===== config.mk =====
export PLATFORM = sky130hd
export DESIGN_NAME = inst_fetch_ctrl
export DESIGN_NICKNAME = d
export VERILOG_FILES = /design/src/rtl/inst_fetch_ctrl.sv
export SDC_FILE = /design/constraint.sdc
export NUM_CORES = 1
export LEC_CHECK = 0
export BUFFER_PORTS_ARGS = -buffer_cell sky130_fd_sc_hd__buf_2
export CAP_MARGIN = 20
export CORE_ASPECT_RATIO = 0.7
export CORE_MARGIN = 5
export CORE_UTILIZATION = 35
export DETAILED_ROUTE_END_ITERATION = 7
export SLEW_MARGIN = 20
export SYNTH_ARGS = -nofsm -noshare
export SYNTH_HDL_FRONTEND = slang
export SYNTH_SLANG_ARGS = --single-unit

===== constraint.sdc =====
create_clock -name clk -period 9.55 [get_ports clk]
set_input_delay 1.91 -clock clk [delete_from_list [all_inputs] [get_ports clk]]
set_output_delay 1.91 -clock clk [all_outputs]
set_load 0.02 [all_outputs]

===== src/rtl/inst_fetch_ctrl.sv =====
// -----------------------------------------------------------------------------
// inst_fetch_ctrl
//
// Fetch sequencer for the single-issue RISC-V core. Owns the fetch PC, presents
// it to the instruction memory, and captures the returned word into an IF/ID
// register guarded by a valid/stall handshake. Applies branch redirects,
// stops after the last program instruction, and faults on illegal addresses.
//
// Ports:
//   clk            in   1   rising-edge clock
//   reset          in   1   asynchronous active-low reset
//   start          in   1   leaves IDLE
//   stall          in   1   downstream not ready, holds a valid IF/ID entry
//   redirect       in   1   branch/jump taken
//   redirect_pc    in  64   redirect target
//   Inst_Address   out 64   current fetch PC, to instruction memory
//   Instruction    in  32   combinational read data from instruction memory
//   if_instruction out 32   IF/ID instruction
//   if_pc          out 64   IF/ID PC
//   if_valid       out  1   IF/ID entry valid
//   fetch_count    out 32   instructions delivered (wraps)
//   halted         out  1   last instruction delivered (sticky)
//   fault          out  1   illegal fetch address seen (sticky)
// -----------------------------------------------------------------------------
module inst_fetch_ctrl #(
    parameter logic [63:0] RESET_PC  = 64'd0,
    parameter int unsigned MEM_BYTES = 80,
    parameter logic [63:0] END_PC    = 64'd76
) (
    input  logic        clk,
    input  logic        reset,
    input  logic        start,
    input  logic        stall,
    input  logic        redirect,
    input  logic [63:0] redirect_pc,
    output logic [63:0] Inst_Address,
    input  logic [31:0] Instruction,
    output logic [31:0] if_instruction,
    output logic [63:0] if_pc,
    output logic        if_valid,
    output logic [31:0] fetch_count,
    output logic        halted,
    output logic        fault
);

    localparam logic [31:0] NOP = 32'h00000013;

    typedef enum logic [1:0] {
        ST_IDLE  = 2'd0,
        ST_FETCH = 2'd1,
        ST_DONE  = 2'd2,
        ST_FAULT = 2'd3
    } state_t;

    state_t      state_q,  state_d;
    logic [63:0] pc_q,     pc_d;
    logic [31:0] inst_q,   inst_d;
    logic [63:0] ipc_q,    ipc_d;
    logic        valid_q,  valid_d;
    logic [31:0] count_q,  count_d;
    logic        halted_q, halted_d;
    logic        fault_q,  fault_d;
    logic        legal_s;

    // A fetch is legal when word aligned and the whole word lies inside memory.
    // The sum is formed in 65 bits so a PC near 2^64 cannot wrap into range.
    function automatic logic fetch_legal(input logic [63:0] pc);
        logic [64:0] end_addr;
        end_addr    = {1'b0, pc} + 65'd4;
        fetch_legal = (pc[1:0] == 2'b00) && (end_addr <= 65'(MEM_BYTES));
    endfunction

    assign legal_s        = fetch_legal(pc_q);
    assign Inst_Address   = pc_q;
    assign if_instruction = inst_q;
    assign if_pc          = ipc_q;
    assign if_valid       = valid_q;
    assign fetch_count    = count_q;
    assign halted         = halted_q;
    assign fault          = fault_q;

    // Next-state computation for the FSM and the IF/ID register.
    always_comb begin
        state_d  = state_q;
        pc_d     = pc_q;
        inst_d   = inst_q;
        ipc_d    = ipc_q;
        valid_d  = valid_q;
        count_d  = count_q;
        halted_d = halted_q;
        fault_d  = fault_q;
        case (state_q)
            ST_IDLE: begin
                if (start) begin
                    state_d = ST_FETCH;
                end else begin
                    state_d = ST_IDLE;
                end
            end
            ST_FETCH: begin
                // Redirect wins over both stall and capture; the target's
                // legality is only judged when it is fetched next cycle.
                if (redirect) begin
                    pc_d    = redirect_pc;
                    valid_d = 1'b0;
                end else if (valid_q && stall) begin
                    pc_d    = pc_q;
                    valid_d = valid_q;
                end else if (legal_s) begin
                    inst_d  = Instruction;
                    ipc_d   = pc_q;
                    valid_d = 1'b1;
                    pc_d    = pc_q + 64'd4;
                    count_d = count_q + 32'd1;
                    if (pc_q == END_PC) begin
                        state_d  = ST_DONE;
                        halted_d = 1'b1;
                    end else begin
                        state_d  = ST_FETCH;
                    end
                end else begin
                    valid_d = 1'b0;
                    state_d = ST_FAULT;
                    fault_d = 1'b1;
                end
            end
            ST_DONE: begin
                // The final instruction stays offered until it is consumed.
                if (!stall) begin
                    valid_d = 1'b0;
                end else begin
                    valid_d = valid_q;
                end
            end
            ST_FAULT: begin
                valid_d = 1'b0;
            end
            default: begin
                state_d = ST_IDLE;
                valid_d = 1'b0;
            end
        endcase
    end

    // State and output registers with asynchronous active-low reset.
    always_ff @(posedge clk or negedge reset) begin
        if (!reset) begin
            state_q  <= ST_IDLE;
            pc_q     <= RESET_PC;
            inst_q   <= NOP;
            ipc_q    <= 64'd0;
            valid_q  <= 1'b0;
            count_q  <= 32'd0;
            halted_q <= 1'b0;
            fault_q  <= 1'b0;
        end else begin
            state_q  <= state_d;
            pc_q     <= pc_d;
            inst_q   <= inst_d;
            ipc_q    <= ipc_d;
            valid_q  <= valid_d;
            count_q  <= count_d;
            halted_q <= halted_d;
            fault_q  <= fault_d;
        end
    end

endmodule


======== Word-level counts from Yosys, hierarchy flattened ========
Index checks and enable logic that the tools add are counted.
storage, ports and cells
  bits in registers ....................... 197
operators by class
  multiplexer cells ....................... 14
  equality and inequality tests ........... 9
  $lt $le $gt $ge ......................... 1
  add/subtract/negate cells ............... 3
  bitwise logic cells ..................... 3
  reduce and logical (&&, ||, !) cells .... 13
operator list
  cell                                                              number
  two-way mux 64 bit                                                3
  adder 64 x 3 -> 65 bit (second input constant)                    1
  less-or-equal comparator 65 x 7 -> 1 bit (second input constant)  1
  adder 64 x 3 -> 64 bit (second input constant)                    1
  equality test 64 x 7 -> 1 bit (second input constant)             1
  adder 32 x 1 -> 32 bit (second input constant)                    1
  AND reduction 3 bit                                               3
  two-way mux 2 bit                                                 4
  != test 2 bit (second input constant)                             4
  AND reduction 4 bit                                               2
  two-way mux 1 bit                                                 5
  AND reduction 5 bit                                               1
  equality test 2 bit (second input constant)                       2
  zero test 2 bit                                                   2
  case mux 2 bit (2 select lines)                                   1
  nonzero test 2 bit                                                2
  != test 3 bit (second input constant)                             1
  NOT 1 bit                                                         3
  case mux 1 bit (3 select lines)                                   1
  nonzero test 3 bit                                                1
  equality test 2 x 1 -> 1 bit (second input constant)              1
  logical AND 1 bit                                                 2

======== Logic depth before layout (Yosys ltp) ========
Gate-level depths: netlist of the first run.
  depth after elaboration ................. 7
  depth in mapped cells ................... 15
  mapped depth without buffers ............ 11

======== Least setup slack after synthesis of the first run ========
No wires, ideal clock.
  path type ............................... reg-to-reg
  start ................................... register pc_q[3], in the netlist Inst_Address[3]
  end ..................................... register inst_q[22], in the netlist if_instruction[22]
  period minus slack after synthesis ...... 3.704 ns
  stages on the path, launching flop included .. 14
  arrival ................................. 3.576 ns
  setup slack ............................. 5.846 ns
  path buffers ............................ 3
  data required time ...................... 9.422 ns
  path through ............................ dfrtp_1 > ha_1 > and3_1 > clkbuf_1 > nand3_1 > nor4_1 > a211oi_1 > a211o_1 > o2bb2ai_1 > nor4_4 > nand3_1 > buf_2 > buf_4 > mux2_1
on the way
  longest elaborated chain between the ends .. 4
ends and longest elaborated chain
  element                                   line  source
  start, declared                           56    logic [63:0] pc_q, pc_d;
  start signal, assigned                    158   pc_q <= pc_d;
  adder 64 x 3 -> 65 bit                    69    end_addr = {1'b0, pc} + 65'd4;
  less-or-equal comparator 65 x 7 -> 1 bit  70    fetch_legal = (pc[1:0] == 2'b00) && (end_addr <= 65'(MEM_BYTES));
  logical AND 1 bit                         70
  AND reduction 4 bit (no line)             n/a
  end signal, assigned                      159   inst_q <= inst_d;
  end, declared                             57    logic [31:0] inst_q, inst_d;
Every way passes these cells.
A chain may end at the register's enable or synchronous reset.

======== Worst setup path after layout of the first run ========
  start ................................... register pc_q[3], in the netlist Inst_Address[3]
  end ..................................... register count_q[21], in the netlist fetch_count[21]
on the way
  longest elaborated chain between the ends .. 4
ends and longest elaborated chain
  element                                   line  source
  adder 64 x 3 -> 65 bit                    69
  less-or-equal comparator 65 x 7 -> 1 bit  70
  logical AND 1 bit                         70
  AND reduction 4 bit (no line)             n/a
  end signal, assigned                      162   count_q <= count_d;
  end, declared                             60    logic [31:0] count_q, count_d;
Every way passes these cells.

==> run metrics, run 1 <==
DRC violation count after routing 0; number of warnings reported in the yosys synthesis log 0; final count of hold timing violations 0; Reg2Reg Launch Point Inst_Address[3]; pin count of the biggest net entering global routing between 100 and 150; Crit Path Category reg -> reg; starting utilization of the core area 35.6%; global route overflow 0; Clk pin slew, worst setup/hold paths around 80 ps; RSZ-0062 raised after global routing false; final setup margin roughly 4600 ps; arrival time of the worst setup path ~5400 ps; maximum buffer depth of the clock tree 2; Initial DRT Pass Iterations 7; routed via count divided by cell count between 5 and 6; via count of the first global-routing pass between 8k and 9k; GR Util All Layers 20.8%; async set-reset flop share out of synthesis 100%; wire length of the first global-routing pass 50,200 um; number of setup buffers added after CTS 0; result of the run complete, no violations; average cell area after synthesis a little under 10 um2; kind of end point of the critical path flop; final HPWL from detailed placement approximately 24,000 um; setup violators final 0; final critical-path share of the clock period a little over half; clock buffers created by TritonCTS 17; number of buffers inserted by hold repair at cts 0; vertical extent of the die ~150 um; share of cells above drive strength 1 about 29%; Final Routed Wirelength approximately 33,000 um; Crit Path Max Fanout 113; count of cell types in the netlist 64; total number of vias approximately 8.5k; Synth Flop Type dfrtp_1; count of state elements after synthesis approximately 200; Critical path origin Inst_Address[3]; dpl ws between 4000 and 5000 ps; Worst slew margin between 20% and 30%; Die X-Extent around 210 um; final standard cell utilization of the core between 40% and 50%; crit-path leading delay family simple AND/OR/NAND/NOR gates; proportion of synthesized chip area in sequential cells roughly half; DR WL/cell around 20 um; number of DRC violations after detailed-routing iteration 0 about 750; Std-Cell Core Area between 20,000 and 30,000 um2; clock tree from TritonCTS yes; EDFF count, synth 0; power density over the cells around 140 nW/um2; post-synth net total between 1k and 1.5k; required time at the worst-slack endpoint about 10000 ps; slew at the pin with the worst max-slew slack 1100 ps; number of antenna violations at the first check in global routing 7; final instance area between 10,000 and 15,000 um2; ordered list of cells on the worst path ha_1 > and3_1 > nand4_1 > nor4_1 > xor2_1 > nor3_1 > nand4_1 > nor4_4 > nand3_4 > buf_6 > nor4b_2 > xor2_1; Cell Area, Placed approximately 11,000 um2; WP buf/inv 1; Area growth syn-to-layout 24.6%; Hold Path Origin fault; number of instances resized during post-cts repair 0; number of max-cap violations 0; Tmin final 4980 ps; Antenna Violating Nets Remaining 0; leakage power total between 0.006 and 0.007 uW; overall die area approximately 31,000 um2; number of standard-cell rows in the floorplan 50; highest achievable clock rate between 200 and 250 MHz; nets@finish around 1.3k; kind of start point of the critical path flop; routability-driven placement congestion ratio between 0.9 and 1; Clock H-tree levels 4; IO Port Bufs a little under 300; total negative slack 0 ps; num ports around 300; Clock Latency Late Sink ~450 ps; slowest stage delay, CP 600 ps; number of instances in the synthesized netlist 987; CTS sink count roughly 200; Tightest Hold Check Type reg -> reg; Max Slew Vio Count 0; IR drop worst, VDD 0.125 mV; Clock Root Buffer clkbuf_16; CP max stage cell nor4_1; Synth Cell Area about 9500 um2; largest clock skew in the final design between 15 and 20 ps
path summary, 6_finish.rpt:
path / to / slack (ps) / depth (start not counted)
hold reg to reg: fault / 460 / 1
setup reg to reg: fetch_count[21] / 4570 / 12
setup / recovery: fetch_count[21] / 4570 / 12
min in group asynchronous: if_instruction[25] / 1530 / 1
max in group asynchronous: fetch_count[12] / 6780 / 2
hold / removal: fault / 460 / 1
through the flow:
| step | power (uW) | hold WS (ps) | instances |
|---|---|---|---|
| after CTS | 1650 | 463 | 1619 |
| after global routing | 1690 | 487 | 1620 |
| final | 1630 | 460 | 1620 |
| after detailed placement | 891 | 444 | 1587 |
| after global placement | 891 | 441 | 1587 |
| after floorplan | 852 | 476 | 987 |
area by class of cell:
cell class                      count  area, um2
Inverter                           25       93.8
Antenna cell                        1       2.50
Timing Repair Buffer              300       1530
Sequential cell                   197       4930
Multi-Input combinational cell    701       4260
Tap cell                          364        455
Clock inverter                     12        154
Clock buffer                       20        457
Fill cell                        2704      14900
sequential cells by signal, indices dropped and copies added, names as in the netlist:
register / flops
fault: 1
halted: 1
Inst_Address: 64
if_pc: 64
state_q: 2
if_instruction: 32
if_valid: 1
fetch_count: 32
cell usage after synthesis (5+ instances only):
cell type	n	area share (%)
nor3_1	32	1.7
o21a_1	5	0.39
a41oi_1	5	0.46
o21ai_0	19	1.0
inv_1	25	0.98
a31oi_1	8	0.52
and4_1	6	0.55
buf_2	10	0.52
nand2_1	187	7.4
a21oi_1	10	0.52
mux2i_1	5	0.52
nand3_1	49	2.6
mux2_2	15	1.8
or3_1	10	0.66
mux2_1	25	3.0
dfrtp_1	194	51
nand4_1	36	2.4
and3_1	24	1.6
xnor2_1	22	2.0
nand3b_1	7	0.55
nor4_1	38	2.5
xor2_1	28	2.6
or4_1	12	0.94
nor2_1	41	1.6
and2_1	61	4.0
clkbuf_1	46	1.8
logic make-up (layout without fill, tap and decap cells):
group | after synthesis | after routing | share of synthesized area (%)
compound gates | 79 | 79 | 5.67
xor+xnor | 50 | 50 | 4.59
fa+ha+maj | 2 | 2 | 0.262
buf+inv | 89 | 357 | 3.80
flops | 197 | 197 | 51.7
mux | 45 | 45 | 5.25
other cells | 0 | 1 | 0
simple gates | 525 | 525 | 28.7
metal layers:
| metal | up-vias | routed length [um] | global-route usage (%) |
|---|---|---|---|
| li1 | 3965 | - | - |
| met1 | 4107 | 14700 | 29.0 |
| met2 | 355 | 13800 | 30.1 |
| met3 | 51 | 3440 | 8.79 |
| met4 | 12 | 529 | 5.05 |
| met5 | - | 106 | 0 |
placed cells by master (no fill, tap or decap), types with 22 or more instances in the layout:
master	instances
buf_2	294
nor3_1	32
xor2_1	28
mux2_1	25
inv_1	25
nor2_1	41
dfrtp_1	194
and2_1	61
nand3_1	48
nand2_1	186
nor4_1	38
nand4_1	36
and3_1	23
xnor2_1	22
power breakdown:
| part | internal, uW | switching [uW] | total [uW] |
|---|---|---|---|
| combinational | 15.9 | 23.3 | 39.3 |
| clock | 390 | 363 | 753 |
| sequential | 833 | 0.00000000000000740 | 833 |
| total | 1240 | 386 | 1630 |
Power figures use the tool's default switching activity.
==> inputs of run 2 (changes only) <==
Clock period 9.55 ns to 4.75 ns, I/O delays scaled along.
==> run metrics, run 2 (synthesis gave the netlist of run 1 again) <==
routed via count divided by cell count 5.21 (was 5.24); Crit Path Max Fanout 13 (was 113); number of standard-cell rows in the floorplan 50 (unchanged); overall die area 30,700 um2 (unchanged); power density over the cells 276 nW/um2 (was 137 nW/um2); routability-driven placement congestion ratio 0.981 (was 0.991); RSZ-0062 raised after global routing false (unchanged); final critical-path share of the clock period 91.9% (was 52.2%); CP max stage cell nor4_1 (unchanged); vertical extent of the die 148 um (unchanged); final count of hold timing violations 0 (unchanged); final setup margin 384 ps (was 4570 ps); Worst Reg-to-Reg Cells 11 (was 12); number of buffers inserted by hold repair at cts 0 (unchanged); GR Util All Layers 20.9% (was 20.8%); Inst Count DP 1,612 (was 1,587); number of DRC violations after detailed-routing iteration 0 665 (was 751); DR WL/cell 19.7 um (was 20.1 um); number of max-cap violations 0 (unchanged); slowest stage delay, CP 660 ps (was 600 ps); maximum buffer depth of the clock tree 2 (unchanged); DRC violation count after routing 0 (unchanged); Clock H-tree levels 4 (unchanged); most common cell after layout, fill and taps aside buf_2 (unchanged); Tmin final 4370 ps (was 4980 ps); IR drop worst, VDD 0.233 mV (was 0.125 mV); nets@finish 1,370 (was 1,345); kind of end point of the critical path flop (unchanged); slew at the pin with the worst max-slew slack 1020 ps (was 1100 ps); leakage power total 0.00642 uW (was 0.00627 uW); largest clock skew in the final design 12.2 ps (was 19.4 ps); Area growth syn-to-layout 27.3% (was 24.6%); number of setup buffers added after CTS 0 (unchanged); Initial DRT Pass Iterations 5 (was 7); wire length of the first global-routing pass 50,900 um (was 50,200 um); crit-path leading delay family simple AND/OR/NAND/NOR gates (unchanged); clock buffers created by TritonCTS 17 (unchanged); hold slack final 474 ps (was 460 ps); total number of vias 8,563 (was 8,490); total negative slack 0 ps (unchanged); dpl ws 441 ps (was 4500 ps); number of antenna violations at the first check in global routing 10 (was 7); global route overflow 0 (unchanged); Critical path origin Inst_Address[2] (was Inst_Address[3]); Final Routed Wirelength 32,400 um (was 32,600 um); Worst slew margin 31.8% (was 26.0%); Tightest Hold Check Type reg -> reg (unchanged); Die X-Extent 207 um (unchanged); Clock Root Buffer clkbuf_16 (unchanged); result of the run complete, no violations (unchanged); end of the critical path fetch_count[31] (was fetch_count[21]); number of instances resized during post-cts repair 0 (unchanged); via count of the first global-routing pass 8,501 (was 8,339); share of cells above drive strength 1 30.5% (was 29.1%); Clock Latency Late Sink 450 ps (about the same); number of standard cells in the final layout excluding fillers 1,645 (was 1,620); Crit Path Category reg -> reg (unchanged); ordered list of cells on the worst path ha_1 > and3_1 > nand4_1 > nor4_1 > nand3_1 > xor2_1 > nand4_1 > nor4_4 > nand2_1 > nor4_1 > xor2_1 (was ha_1 > and3_1 > nand4_1 > nor4_1 > xor2_1 > nor3_1 > nand4_1 > nor4_4 > nand3_4 > buf_6 > nor4b_2 > xor2_1); Antenna Violating Nets Remaining 0 (unchanged); IO Port Bufs 295 (unchanged); pin count of the biggest net entering global routing 111 (was 114); setup violators final 0 (unchanged); reg-to-reg setup timing slack 380 ps (was 4570 ps); kind of start point of the critical path flop (unchanged); Max Slew Vio Count 0 (unchanged); final HPWL from detailed placement 24,200 um (was 24,300 um); starting utilization of the core area 35.6% (unchanged); arrival time of the worst setup path 4740 ps (was 5360 ps); required time at the worst-slack endpoint 5120 ps (was 9930 ps); clock tree from TritonCTS yes (unchanged); WP buf/inv 0 (was 1); CTS sink count 197 (unchanged); Clk pin slew, worst setup/hold paths 80 ps (about the same); Std-Cell Core Area 26,800 um2 (unchanged); reg2reg end fetch_count[31] (was fetch_count[21]); WP depth 11 (was 12); Reg2Reg Launch Point Inst_Address[2] (was Inst_Address[3]); commonest cells after routing, fill and taps aside 294 x buf_2, 194 x dfrtp_1, 186 x nand2_1 (unchanged); highest achievable clock rate 229 MHz (was 201 MHz); num ports 296 (unchanged)
[run 2: cell types whose count changed in the layout (fill, tap and decap cells not counted), sizes merged]
cell / delta
clkbuf: -2
clkinv: -1
bufinv: +2
clkinvlp: +1
buf: +25
[run 2: power by group]
part,switching [uW],internal (uW)
combinational,46.7,33.2
sequential,0.0000000000000121,1680
clock,741,858
total,788,2570
[run 2: cell type report]
type	count	area, um2
flip-flops and latches	197	4930
well taps	364	455
clock buffers	18	429
multi-input cells	701	4270
inverters	25	93.8
diodes	1	2.50
clock inverters	14	206
repair buffers	325	1750
fillers	2717	14600
[run 2: layer usage]
metal	share of wire, %	vias to the layer above	global-route usage [%]
li1	-	4013	-
met1	46	4106	29.8
met2	42	373	29.9
met3	10	53	8.43
met4	1.3	18	4.79
met5	0.35	-	0
[run 2: worst min-delay path by stage]
stage               startpoint  endpoint  slack (ps)  cells after the start
floorplan           state_q[1]  if_valid         480                      1
finish                   fault     fault         470                      1
global route             fault     fault         490                      1
CTS                      fault     fault         480                      1
detailed placement       fault     fault         460                      1
global placement         fault     fault         440                      1
[run 2: stage by stage]
stage	util, %	total power, uW	area (um2)
2_1_floorplan	-	1710	9540
3_3_place_gp	42.9	1790	11500
3_5_place_dp	42.9	1790	11500
4_1_cts	45.3	3400	12100
5_1_grt	45.3	3480	12100
6_report	45.3	3350	12100
==> inputs of run 3 (changes only) <==
Settings changed: REMOVE_ABC_BUFFERS from default to 1.
==> run metrics, run 3 (synthesis gave the netlist of run 1 again) <==
Worst Reg-to-Reg Cells 11 (unchanged); met1 Track Usage GR 31.5% (was 29.8%); required time at the worst-slack endpoint 5080 ps (was 5120 ps); GRT met2 Usage 31.5% (was 29.9%); arrival time of the worst setup path 4640 ps (was 4740 ps); final critical-path share of the clock period 90.6% (was 91.9%); number of max-cap violations 0 (unchanged); GR Util All Layers 21.6% (was 20.9%); kind of start point of the critical path flop (unchanged); final instance area 12,200 um2 (was 12,100 um2); nets@finish 1,382 (was 1,370); via count of the first global-routing pass 8,559 (was 8,501); DRC violation count after routing 0 (unchanged); number of cells traversed by the worst hold path 1 (unchanged); CTS sink count 197 (unchanged); largest clock skew in the final design 19.8 ps (was 12.2 ps); vertical extent of the die 148 um (unchanged); number of DRC violations after detailed-routing iteration 0 756 (was 665); Max Slew Vio Count 0 (unchanged); Antenna Violating Nets Remaining 0 (unchanged); number of buffers inserted by hold repair at cts 0 (unchanged); Area growth syn-to-layout 27.7% (was 27.3%); total number of vias 8,695 (was 8,563); num ports 296 (unchanged); number of antenna violations at the first check in global routing 1 (was 10); result of the run complete, no violations (unchanged); final count of hold timing violations 0 (unchanged); highest achievable clock rate 232 MHz (was 229 MHz); area of combinational cells with multiple inputs 4260 um2 (was 4270 um2); number of instances resized during post-cts repair 0 (unchanged); hold slack final 458 ps (was 474 ps); clock buffers created by TritonCTS 17 (unchanged); Worst slew margin 39.0% (was 31.8%); starting utilization of the core area 35.6% (unchanged); total negative slack 0 ps (unchanged); clock tree from TritonCTS yes (unchanged); number of standard-cell rows in the floorplan 50 (unchanged); overall die area 30,700 um2 (unchanged); routed via count divided by cell count 5.25 (was 5.21); slew at the pin with the worst max-slew slack 915 ps (was 1020 ps); number of setup buffers added after CTS 0 (unchanged); Seq. cell area 4930 um2 (unchanged); power density over the cells 268 nW/um2 (was 276 nW/um2); Antenna Diode Count 0 (was 1); kind of end point of the critical path flop (unchanged); most common cell after layout, fill and taps aside buf_2 (unchanged); Initial DRT Pass Iterations 5 (unchanged); wire length of the first global-routing pass 52,200 um (was 50,900 um); Power Total 3260 uW (was 3350 uW); Clock Latency Late Sink 450 ps (about the same); global-route track usage on met3 7.00% (was 8.43%); Clock Root Buffer clkbuf_16 (unchanged); share of cells above drive strength 1 31.2% (was 30.5%); global route overflow 0 (unchanged); Tmin final 4300 ps (was 4370 ps); highest-utilization routing layer at the global route stage met1 (was met2); routability-driven placement congestion ratio 0.969 (was 0.981); Crit Path Max Fanout 31 (was 13); number of standard cells in the final layout excluding fillers 1,656 (was 1,645); Die X-Extent 207 um (unchanged); setup violators final 0 (unchanged); maximum buffer depth of the clock tree 2 (unchanged); Clk pin slew, worst setup/hold paths 90 ps (was 80 ps); final HPWL from detailed placement 25,800 um (was 24,200 um); Std-Cell Core Area 26,800 um2 (unchanged); DR WL/cell 20.3 um (was 19.7 um); IR drop worst, VDD 0.257 mV (was 0.233 mV); IO Port Bufs 295 (unchanged); RSZ-0062 raised after global routing false (unchanged); layout filler cell count 2,691 (was 2,717); Crit Path Category reg -> reg (unchanged); commonest cells after routing, fill and taps aside 294 x buf_2, 194 x dfrtp_1, 186 x nand2_1 (unchanged); Tightest Hold Check Type reg -> reg (unchanged); Final Routed Wirelength 33,700 um (was 32,400 um); Clock H-tree levels 4 (unchanged); pin count of the biggest net entering global routing 104 (was 111); Cell Area, Placed 11,600 um2 (was 11,500 um2); Inst Count DP 1,624 (was 1,612); leakage power total 0.00646 uW (was 0.00642 uW)
[run 3: path summary, 6_finish.rpt]
check | startpoint | to | slack, ps
worst max-delay path | Inst_Address[2] | if_instruction[28] | 450
min in group asynchronous | reset | Inst_Address[59] | 560
worst min-delay path | fault | fault | 460
worst max register to register | Inst_Address[2] | if_instruction[28] | 450
worst min register to register | fault | fault | 460
max in group asynchronous | reset | if_instruction[4] | 3150
[run 3: power breakdown]
part,total [uW],internal [uW],leakage (uW),switching [uW]
Sequential,1680,1680,0.00268,0.0000000000000156
Clock,1500,729,0.000294,771
Combinational,82.9,33.8,0.00349,49.0
Total,3260,2440,0.00646,820
[run 3: through the flow]
stage | util, % | setup slack [ps]
after global placement | 43.2 | 594
after CTS | 45.5 | 469
after floorplan | - | -1030
after global routing | 45.5 | 65.7
after detailed placement | 43.2 | 488
final | 45.5 | 446
[run 3: area by class of cell]
class | count | area share (%)
timing repair buffer | 337 | 15.0
sequential | 197 | 40.5
clock inverter | 14 | 1.40
clock buffer | 18 | 3.61
inverter | 25 | 0.770
multi-input combinational | 701 | 35.0
tap | 364 | 3.74
[run 3: layer usage]
layer | routed length, um | part of all wire (%)
met1 | 15400 | 46
met2 | 14500 | 43
met3 | 3350 | 10
met4 | 437 | 1.3
met5 | 13 | 0.039
[run 3: worst max-delay path, cell delays in order (launching register included)]
cell and delay (ps):
dfrtp_1 510, ha_1 310, and3_1 310, nand4_1 300, nor3_1 540, mux2i_1 240
a21oi_1 130, or3_1 390, and4bb_2 400, nand3_4 350, buf_4 370, mux2_1 330
